==> src/rtl/lzrw1_pkg.sv <==
// Shared types and copy-item decoding for the LZRW1 decompressor.
package lzrw1_pkg;

  typedef enum logic [1:0] {
    IDLE,
    LIT,
    COPY
  } state_t;

  localparam int LEN_W        = 4;
  localparam int OFFSET_W     = 12;
  localparam int MIN_COPY_LEN = 3;
  localparam int MAX_COPY_LEN = 16;

  typedef struct packed {
    logic [LEN_W:0]      len;
    logic [OFFSET_W-1:0] offset;
  } copy_item_t;

  // Copy item layout: {offset[11:8], len-1, offset[7:0]}.
  function automatic copy_item_t decode_copy(input logic [15:0] item);
    copy_item_t d;
    d.len    = {1'b0, item[11:8]} + (LEN_W+1)'(1);
    d.offset = {item[15:12], item[7:0]};
    return d;
  endfunction

endpackage

==> src/rtl/lzrw1_history_buf.sv <==
// Circular output history: single write port, combinational read port, cleared on reset.
module lzrw1_history_buf #(
  parameter  int HISTORY_SIZE = 256,
  localparam int AW           = $clog2(HISTORY_SIZE)
) (
  input  logic          clock,
  input  logic          reset,
  input  logic          i_we,
  input  logic [AW-1:0] i_waddr,
  input  logic [7:0]    i_wdata,
  input  logic [AW-1:0] i_raddr,
  output logic [7:0]    o_rdata
);

  logic [7:0] r_mem [HISTORY_SIZE];

  // NOTE: every entry is cleared on reset because copies that reach unwritten
  // history must read zeros; this forces a flop array rather than a RAM macro.
  always_ff @(posedge clock or negedge reset) begin
    if (!reset) begin
      for (int i = 0; i < HISTORY_SIZE; i++) r_mem[i] <= '0;
    end else if (i_we) begin
      r_mem[i_waddr] <= i_wdata;
    end
  end

  assign o_rdata = r_mem[i_raddr];

endmodule

==> src/rtl/lzrw1_decompressor_top.sv <==
// LZRW1 decompressor: one literal or copy item per handshake, one output byte per cycle.
module lzrw1_decompressor_top
  import lzrw1_pkg::*;
#(
  parameter int HISTORY_SIZE = 256
) (
  input  logic        clock,
  input  logic        reset,
  input  logic [15:0] data_in,
  input  logic        control_word_in,
  input  logic        data_in_valid,
  output logic [7:0]  decompressed_byte,
  output logic        out_valid,
  output logic        decompressor_busy
);

  localparam int AW = $clog2(HISTORY_SIZE);

  state_t           r_state;
  state_t           w_next_state;
  logic [AW-1:0]    r_wp;
  logic [AW-1:0]    r_src;
  logic [LEN_W-1:0] r_cnt;
  logic [7:0]       r_lit;
  logic [7:0]       r_out_byte;
  logic             r_out_valid;

  copy_item_t       w_item;
  logic [LEN_W:0]   w_len_m1;
  logic             w_accept;
  logic             w_emit;
  logic [7:0]       w_rdata;
  logic [7:0]       w_wdata;

  assign w_item   = decode_copy(data_in);
  assign w_len_m1 = w_item.len - (LEN_W+1)'(1);
  assign w_accept = (r_state == IDLE) && data_in_valid;
  assign w_emit   = (r_state == LIT) || (r_state == COPY);
  assign w_wdata  = (r_state == LIT) ? r_lit : w_rdata;

  lzrw1_history_buf #(
    .HISTORY_SIZE(HISTORY_SIZE)
  ) u_hist (
    .clock  (clock),
    .reset  (reset),
    .i_we   (w_emit),
    .i_waddr(r_wp),
    .i_wdata(w_wdata),
    .i_raddr(r_src),
    .o_rdata(w_rdata)
  );

  always_ff @(posedge clock or negedge reset) begin
    if (!reset) r_state <= IDLE;
    else        r_state <= w_next_state;
  end

  // NOTE: the default assignment first means every path assigns w_next_state,
  // so no latch is inferred; combinational blocks use blocking '='.
  always_comb begin
    w_next_state = r_state;
    unique case (r_state)
      IDLE:    if (data_in_valid) w_next_state = control_word_in ? COPY : LIT;
      LIT:     w_next_state = IDLE;
      COPY:    if (r_cnt == '0) w_next_state = IDLE;
      default: w_next_state = IDLE;
    endcase
  end

  // NOTE: sequential state uses non-blocking '<=' so all registers update
  // from the same pre-edge values.
  always_ff @(posedge clock or negedge reset) begin
    if (!reset) begin
      r_wp        <= '0;
      r_src       <= '0;
      r_cnt       <= '0;
      r_lit       <= '0;
      r_out_byte  <= '0;
      r_out_valid <= 1'b0;
    end else begin
      r_out_valid <= w_emit;
      if (w_emit) begin
        r_out_byte <= w_wdata;
        r_wp       <= r_wp + AW'(1);
      end
      if (w_accept) begin
        r_lit <= data_in[7:0];
        r_cnt <= w_len_m1[LEN_W-1:0];
        // Offset bits above the history width are deliberately discarded.
        r_src <= r_wp - w_item.offset[AW-1:0];
      end else if (r_state == COPY) begin
        r_src <= r_src + AW'(1);
        r_cnt <= r_cnt - LEN_W'(1);
      end
    end
  end

  assign decompressed_byte = r_out_byte;
  assign out_valid         = r_out_valid;
  assign decompressor_busy = (r_state != IDLE);

endmodule

==> config.mk <==
export PLATFORM = sky130hd
export DESIGN_NAME = lzrw1_decompressor_top
export DESIGN_NICKNAME = d
export VERILOG_FILES = /design/src/rtl/lzrw1_pkg.sv /design/src/rtl/lzrw1_history_buf.sv /design/src/rtl/lzrw1_decompressor_top.sv
export SDC_FILE = /design/constraint.sdc
export NUM_CORES = 2
export LEC_CHECK = 0
export CAP_MARGIN = 20
export CORE_ASPECT_RATIO = 0.7
export CORE_UTILIZATION = 45
export CTS_CLUSTER_DIAMETER = 40
export DETAILED_ROUTE_END_ITERATION = 16
export SETUP_SLACK_MARGIN = 0.02
export SYNTH_ARGS = -nofsm -noshare
export SYNTH_HDL_FRONTEND = slang
export SYNTH_SLANG_ARGS = --single-unit
==> constraint.sdc <==
create_clock -name clock -period 10.2 [get_ports clock]
set_input_delay 2.04 -clock clock [delete_from_list [all_inputs] [get_ports clock]]
set_output_delay 2.04 -clock clock [all_outputs]
set_load 0.01 [all_outputs]
**Yosys cells after proc, flatten, opt, wreduce, memory -nomap -nowiden**

Cells that the tools add are included.

- Input port bits: 20
- Flip-flop bits (word level): 2087
- Logic and storage cells: 301

- Reduce and logical (&&, ||, !) cells: 8
- Bitwise gates (word level): 2
- Add/subtract/negate cells: 6
- Equality and inequality tests: 4
- Order comparisons: 3
- Mux-type cells: 15

Operator list:

| operator | number |
|---|---|
| bitwise mux 2048 bit | 1 |
| binary-select mux 8 bit (select 8 bit) | 1 |
| demux 8 bit (select 8 bit) | 1 |
| 2-to-1 mux 8 bit | 6 |
| >= comparator 9 bit (second input constant) | 2 |
| inverter 8 -> 9 bit | 2 |
| adder 8 x 1 -> 8 bit (second input constant) | 2 |
| less-than comparator 9 x 1 -> 1 bit (second input constant) | 1 |
| 2-to-1 mux 4 bit | 2 |
| subtractor 4 x 1 -> 4 bit (second input constant) | 2 |
| subtractor 8 bit | 1 |
| 2-to-1 mux 2 bit | 3 |
| adder 4 x 1 -> 4 bit (second input constant) | 1 |
| zero test 4 bit | 1 |
| inequality test 2 bit (second input constant) | 2 |
| case mux 2 bit (2 select lines) | 1 |
| nonzero test 2 bit | 2 |
| equality test 2 x 1 -> 1 bit (second input constant) | 1 |
| equality test 2 bit (second input constant) | 1 |
| logical AND 1 bit | 2 |
| zero test 2 bit | 1 |
| AND reduction 2 bit | 1 |
| logical OR 1 bit | 1 |

**Logic depth before layout (Yosys ltp)**

- Depth in word-level cells: 6
- Depth in mapped cells: 18

**Modules after synthesis**

From an unflattened synthesis, not the netlist that was laid out.

- Cell total of the unflattened synthesis: 6275
- Area, all modules: 95557.9 um2

Modules (own cells, without submodules):

| module | sequential area each (um2) | area an instance (um2) | instances | cells each |
|---|---|---|---|---|
| lzrw1_history_buf | 51249.2 | 93414.6 | 1 | 6068 |
| lzrw1_decompressor_top | 975.9 | 2143.3 | 1 | 207 |

**Least setup slack after synthesis**

No wires, ideal clock.

- Kind: input-to-reg
- Start point: input port data_in[1]
- End point: register r_src[7]
- Path buffers: 0
- Arrival: 3.575 ns
- Path slack: 6.525 ns
- Cell stages on the path: 10
- Cell sequence: inv_1 > ha_1 > nor2b_1 > o21ai_0 > a21boi_0 > o21ai_0 > a21boi_0 > o21ai_0 > a21oi_1 > a311oi_1

- Cells in the longest elaborated chain, start to end: 2

Ends and longest elaborated chain:

| item | RTL line | source |
|---|---|---|
| from (decl) | lzrw1_decompressor_top.sv:9 | `input logic [15:0] data_in,` |
| subtractor 8 bit | lzrw1_decompressor_top.sv:90 | `r_src <= r_wp - w_item.offset[AW-1:0];` |
| 2-to-1 mux 8 bit | lzrw1_decompressor_top.sv:86 | `if (w_accept) begin` |
| to (signal assigned) | lzrw1_decompressor_top.sv:90 |  |
| to (signal assigned) | lzrw1_decompressor_top.sv:92 | `r_src <= r_src + AW'(1);` |
| to (decl) | lzrw1_decompressor_top.sv:22 | `logic [AW-1:0] r_src;` |

No other way between the ends.
A chain may end at the register's enable or synchronous reset.

**Final worst setup path**

- Start point: register r_src[0]
- End point: register u_hist.r_mem[752] in the netlist's numbering

- Cells in the longest elaborated chain, start to end: 6

Ends and longest elaborated chain:

| item | RTL line | source |
|---|---|---|
| inverter 8 -> 9 bit (implied by the code) | lzrw1_history_buf.sv:27 | `assign o_rdata = r_mem[i_raddr];` |
| binary-select mux 8 bit (select 8 bit) | lzrw1_history_buf.sv:27 |  |
| 2-to-1 mux 8 bit (implied by the code) (2 in series) | lzrw1_history_buf.sv:27 |  |
| 2-to-1 mux 8 bit | lzrw1_decompressor_top.sv:39 | `assign w_wdata = (r_state == LIT) ? r_lit : w_rdata;` |
| bitwise mux 2048 bit | lzrw1_history_buf.sv:23 | `r_mem[i_waddr] <= i_wdata;` |
| to (signal, indexed assignment) | lzrw1_history_buf.sv:23 |  |
| to (decl) | lzrw1_history_buf.sv:15 | `logic [7:0] r_mem [HISTORY_SIZE];` |

No other way between the ends. The select of a mux whose other input is x is not followed.

==> impl_metrics.py <==
metrics = {
    "outcome": {
        "outcome": "completed",
    },
    "pwr": {
        "p_per_area_nw_per_um2": 256,
        "p_total_mw": 26.0,
        "ir_drop_v": 0.000538,
        "power_leakage_nw": 43.7,
    },
    "placement": {
        "routabilityCongestion": 0.882,
        "dpl.hpwl_mm": 174,
        "place_ws_ns": 3.74,
        "portBuffers": 25,
    },
    "sta": {
        "finalCritPeriodShare_pct": 65.4,
        "layout_min_cycle_time_ns": 6.67,
        "fin_worst_skew_ns": 0.0552,
        "fmax_ghz": 0.150,
        "setup_viol": 0,
        "rsz0062_at_grt": "false",
        "finalSetupTns_ns": 0,
        "whs_ns": 0.469,
        "hold_viol": 0,
        "setup_slack_ns": 3.53,
        "drv_slew": 0,
        "tightest_slew_ns": 1.18,
        "maxSlewHeadroom_pct": 21.0,
    },
    "clock_network": {
        "root_buffer": "clkbuf_16",
        "cts_repair_resize_count": 0,
        "cts_tree": "built",
        "insertion_delay_ns": 0.87,
        "numCtsBuffers": 212,
        "numClockSinks": 2087,
        "cts_setup_buffers": 0,
        "clkTransAtPathRegs_ns": 0.07,
        "cts_buffer_depth": 4,
        "hold_buffers": 0,
        "h-tree-depth": 4,
    },
    "logic_synthesis": {
        "synth_compound_area_share_pct": 14.5,
        "synthFlopType": "dfrtp_1",
        "synthAdderAreaFrac_pct": 0.238,
        "ys_types": 76,
        "yosys_warnings": 0,
        "syn-cell-area_um2": 92300,
        "synth_top_area_share_pct": 56.6,
        "ys_seq_elements": 2087,
        "synth_xor_area_share_pct": 0.199,
        "yosys.area_share.simple_pct": 10.8,
        "synthesis.nets": 8538,
        "synth.largest_area_cell": "dfrtp_1",
        "synth_edf_count": 0,
        "synth_top_family_by_area": "compound AO/OA/AOI/OAI gates",
        "synth.area.top_cells": "dfrtp_1 (57%), mux4_2 (12%), o21ai_0 (10%)",
        "async_flop_share_pct": 100,
        "seq_area_frac_synth_pct": 56.6,
        "avgSynthCellArea_um2": 10.9,
        "synth_cells": 8501,
        "muxShareOfSynthArea_pct": 13.8,
    },
    "die": {
        "num_rows": 138,
        "dieHeight_um": 381,
        "dieArea_um2": 207000,
        "coreArea_um2": 203000,
        "initial_core_util_pct": 45.5,
        "io_pins": 30,
        "die_x_um": 543,
    },
    "setup_path": {
        "crit_fanout": 80,
        "arrival_ns": 7.36,
        "setup.worst_path.start_class": "register",
        "path_class": "reg -> reg",
        "end_kind": "register",
        "cp_data_required_time_ns": 10.89,
    },
    "run": {
        "max_cap_violations": 0,
    },
    "drt": {
        "drt_iter0_drc": 7049,
        "drt-total-wl_mm": 277,
        "via_per_inst": 5.87,
        "first_pass_iters": 7,
        "post-route-drc-count": 0,
        "ant_nets": 0,
        "wl_per_cell_um": 25.0,
        "vias": 64900,
    },
    "global_routing": {
        "grt_pass1_wl_mm": 418,
        "grt_overflow_total": 0,
        "grt_max_degree": 209,
        "antenna_found_initial": 16,
        "gr-usage-all-layers_pct": 27.0,
        "grt_pass1_vias": 62000,
    },
    "worst_hold_path": {
        "hold_path_class": "reg -> reg",
    },
    "cells_and_area": {
        "area_delta_synth_final_pct": 9.73,
        "nNetsFinal": 8209,
        "drive_gt1_share_pct": 14.8,
    },
}
## cell usage after synthesis (all sizes together) (6+ instances only)
master / n
buf: 174
nor2: 77
nand2b: 9
o22ai: 23
nor2b: 10
inv: 21
mux2: 12
and3: 12
a22o: 17
dfrtp: 2087
xor2: 7
mux2i: 166
nand2: 2412
o221ai: 13
nand3: 19
ha: 16
a31oi: 12
a221oi: 23
a21oi: 52
mux4: 484
a211oi: 6
o211ai: 7
a22oi: 86
nor3: 22
clkbuf: 537
o21ai: 2095
and2: 9
o31ai: 7
xnor2: 14
## critical path: stages, from the launching register on
cell,delay (ns)
dfrtp_4,0.88
buf_12,0.54
buf_4,0.60
mux4_2,0.57
a22o_1,0.24
a221oi_1,0.55
o22ai_1,0.29
nor3_1,0.58
nor3b_1,0.16
a21oi_4,0.77
buf_4,0.75
o21ai_0,0.27
## report_power, final
group | internal [mW] | switching, mW | total [mW]
logic | 2.00 | 6.79 | 8.78
registers | 8.70 | 0.412 | 9.12
clock network | 4.72 | 3.36 | 8.07
## metal layers
layer / track usage (%) / vias to the layer above / part of all wire [%]
li1: - / 29000 / -
met1: 41.5 / 32800 / 45
met2: 38.0 / 2674 / 42
met3: 6.61 / 468 / 10
met4: 7.14 / 12 / 2.8
met5: 0 / - / 0.027
## registers in the layout, summed over array words and instances, names as in the netlist
name / cells
r_lit: 8
r_src: 8
out_valid: 1
r_state: 2
u_hist.r_mem: 2048
decompressed_byte: 8
r_wp: 8
r_cnt: 4
## placed cells by master, fill, tap and decap left out, types with 12 or more instances in the layout
master,instances
nand2_1,2412
dfrtp_1,2081
o21ai_0,1860
mux4_2,484
clkbuf_16,217
o21ai_2,210
mux2i_1,166
buf_4,111
a22oi_1,86
nor2_1,62
a21oi_1,51
clkbuf_8,40
clkbuf_1,39
clkinv_2,28
buf_12,25
clkdlybuf4s50_1,24
a221oi_1,23
o22ai_1,22
o21ai_1,21
bufinv_16,21
inv_1,20
nand3_1,19
a22o_1,17
ha_1,16
xnor2_1,14
o221ai_1,13
nor3_1,12
nor2_2,12
and3_1,12
mux2_2,12
## path summary, 6_finish.rpt
| path | startpoint | endpoint | slack (ns) | cells after the start |
|---|---|---|---|---|
| max | r_src[0] | u_hist.r_mem[752] | 3.53 | 11 |
| min | u_hist.r_mem[495] | u_hist.r_mem[495] | 0.47 | 2 |
| max reg2reg | r_src[0] | u_hist.r_mem[752] | 3.53 | 11 |
| min reg2reg | u_hist.r_mem[495] | u_hist.r_mem[495] | 0.47 | 2 |
| max in group asynchronous | reset | u_hist.r_mem[68] | 6.52 | 3 |
| min in group asynchronous | reset | u_hist.r_mem[1756] | 1.16 | 1 |
## kinds of logic (layout without fill, tap and decap cells)
kind of cell | count (synthesis) | after routing
and+or+nand+nor | 2593 | 2593
AOI/OAI and AO/OA | 2386 | 2386
DFF | 2087 | 2087
buffers and inverters | 735 | 565
muxes | 662 | 662
xor gates and xnor gates | 21 | 21
adders and majority gates | 17 | 17
other | 0 | 4
## layout make-up
type | count | area (µm²)
fillers | 18100 | 102000
flip-flops and latches | 2087 | 52200
multi-input cells | 5679 | 36700
clock buffers | 296 | 6130
well taps | 2730 | 3420
repair buffers | 168 | 1690
clock inverters | 77 | 1010
inverters | 24 | 97.6
diodes | 4 | 10.0
## stage by stage
step           util, %  instances  area [µm²]
2_1_floorplan        -       8501       92300
3_3_place_gp      46.3      10700       94000
3_5_place_dp      46.3      10700       94100
4_1_cts           49.8      11100      101000
5_1_grt           49.9      11100      101000
6_report          49.9      11100      101000
Power figures use the tool's default switching activity.
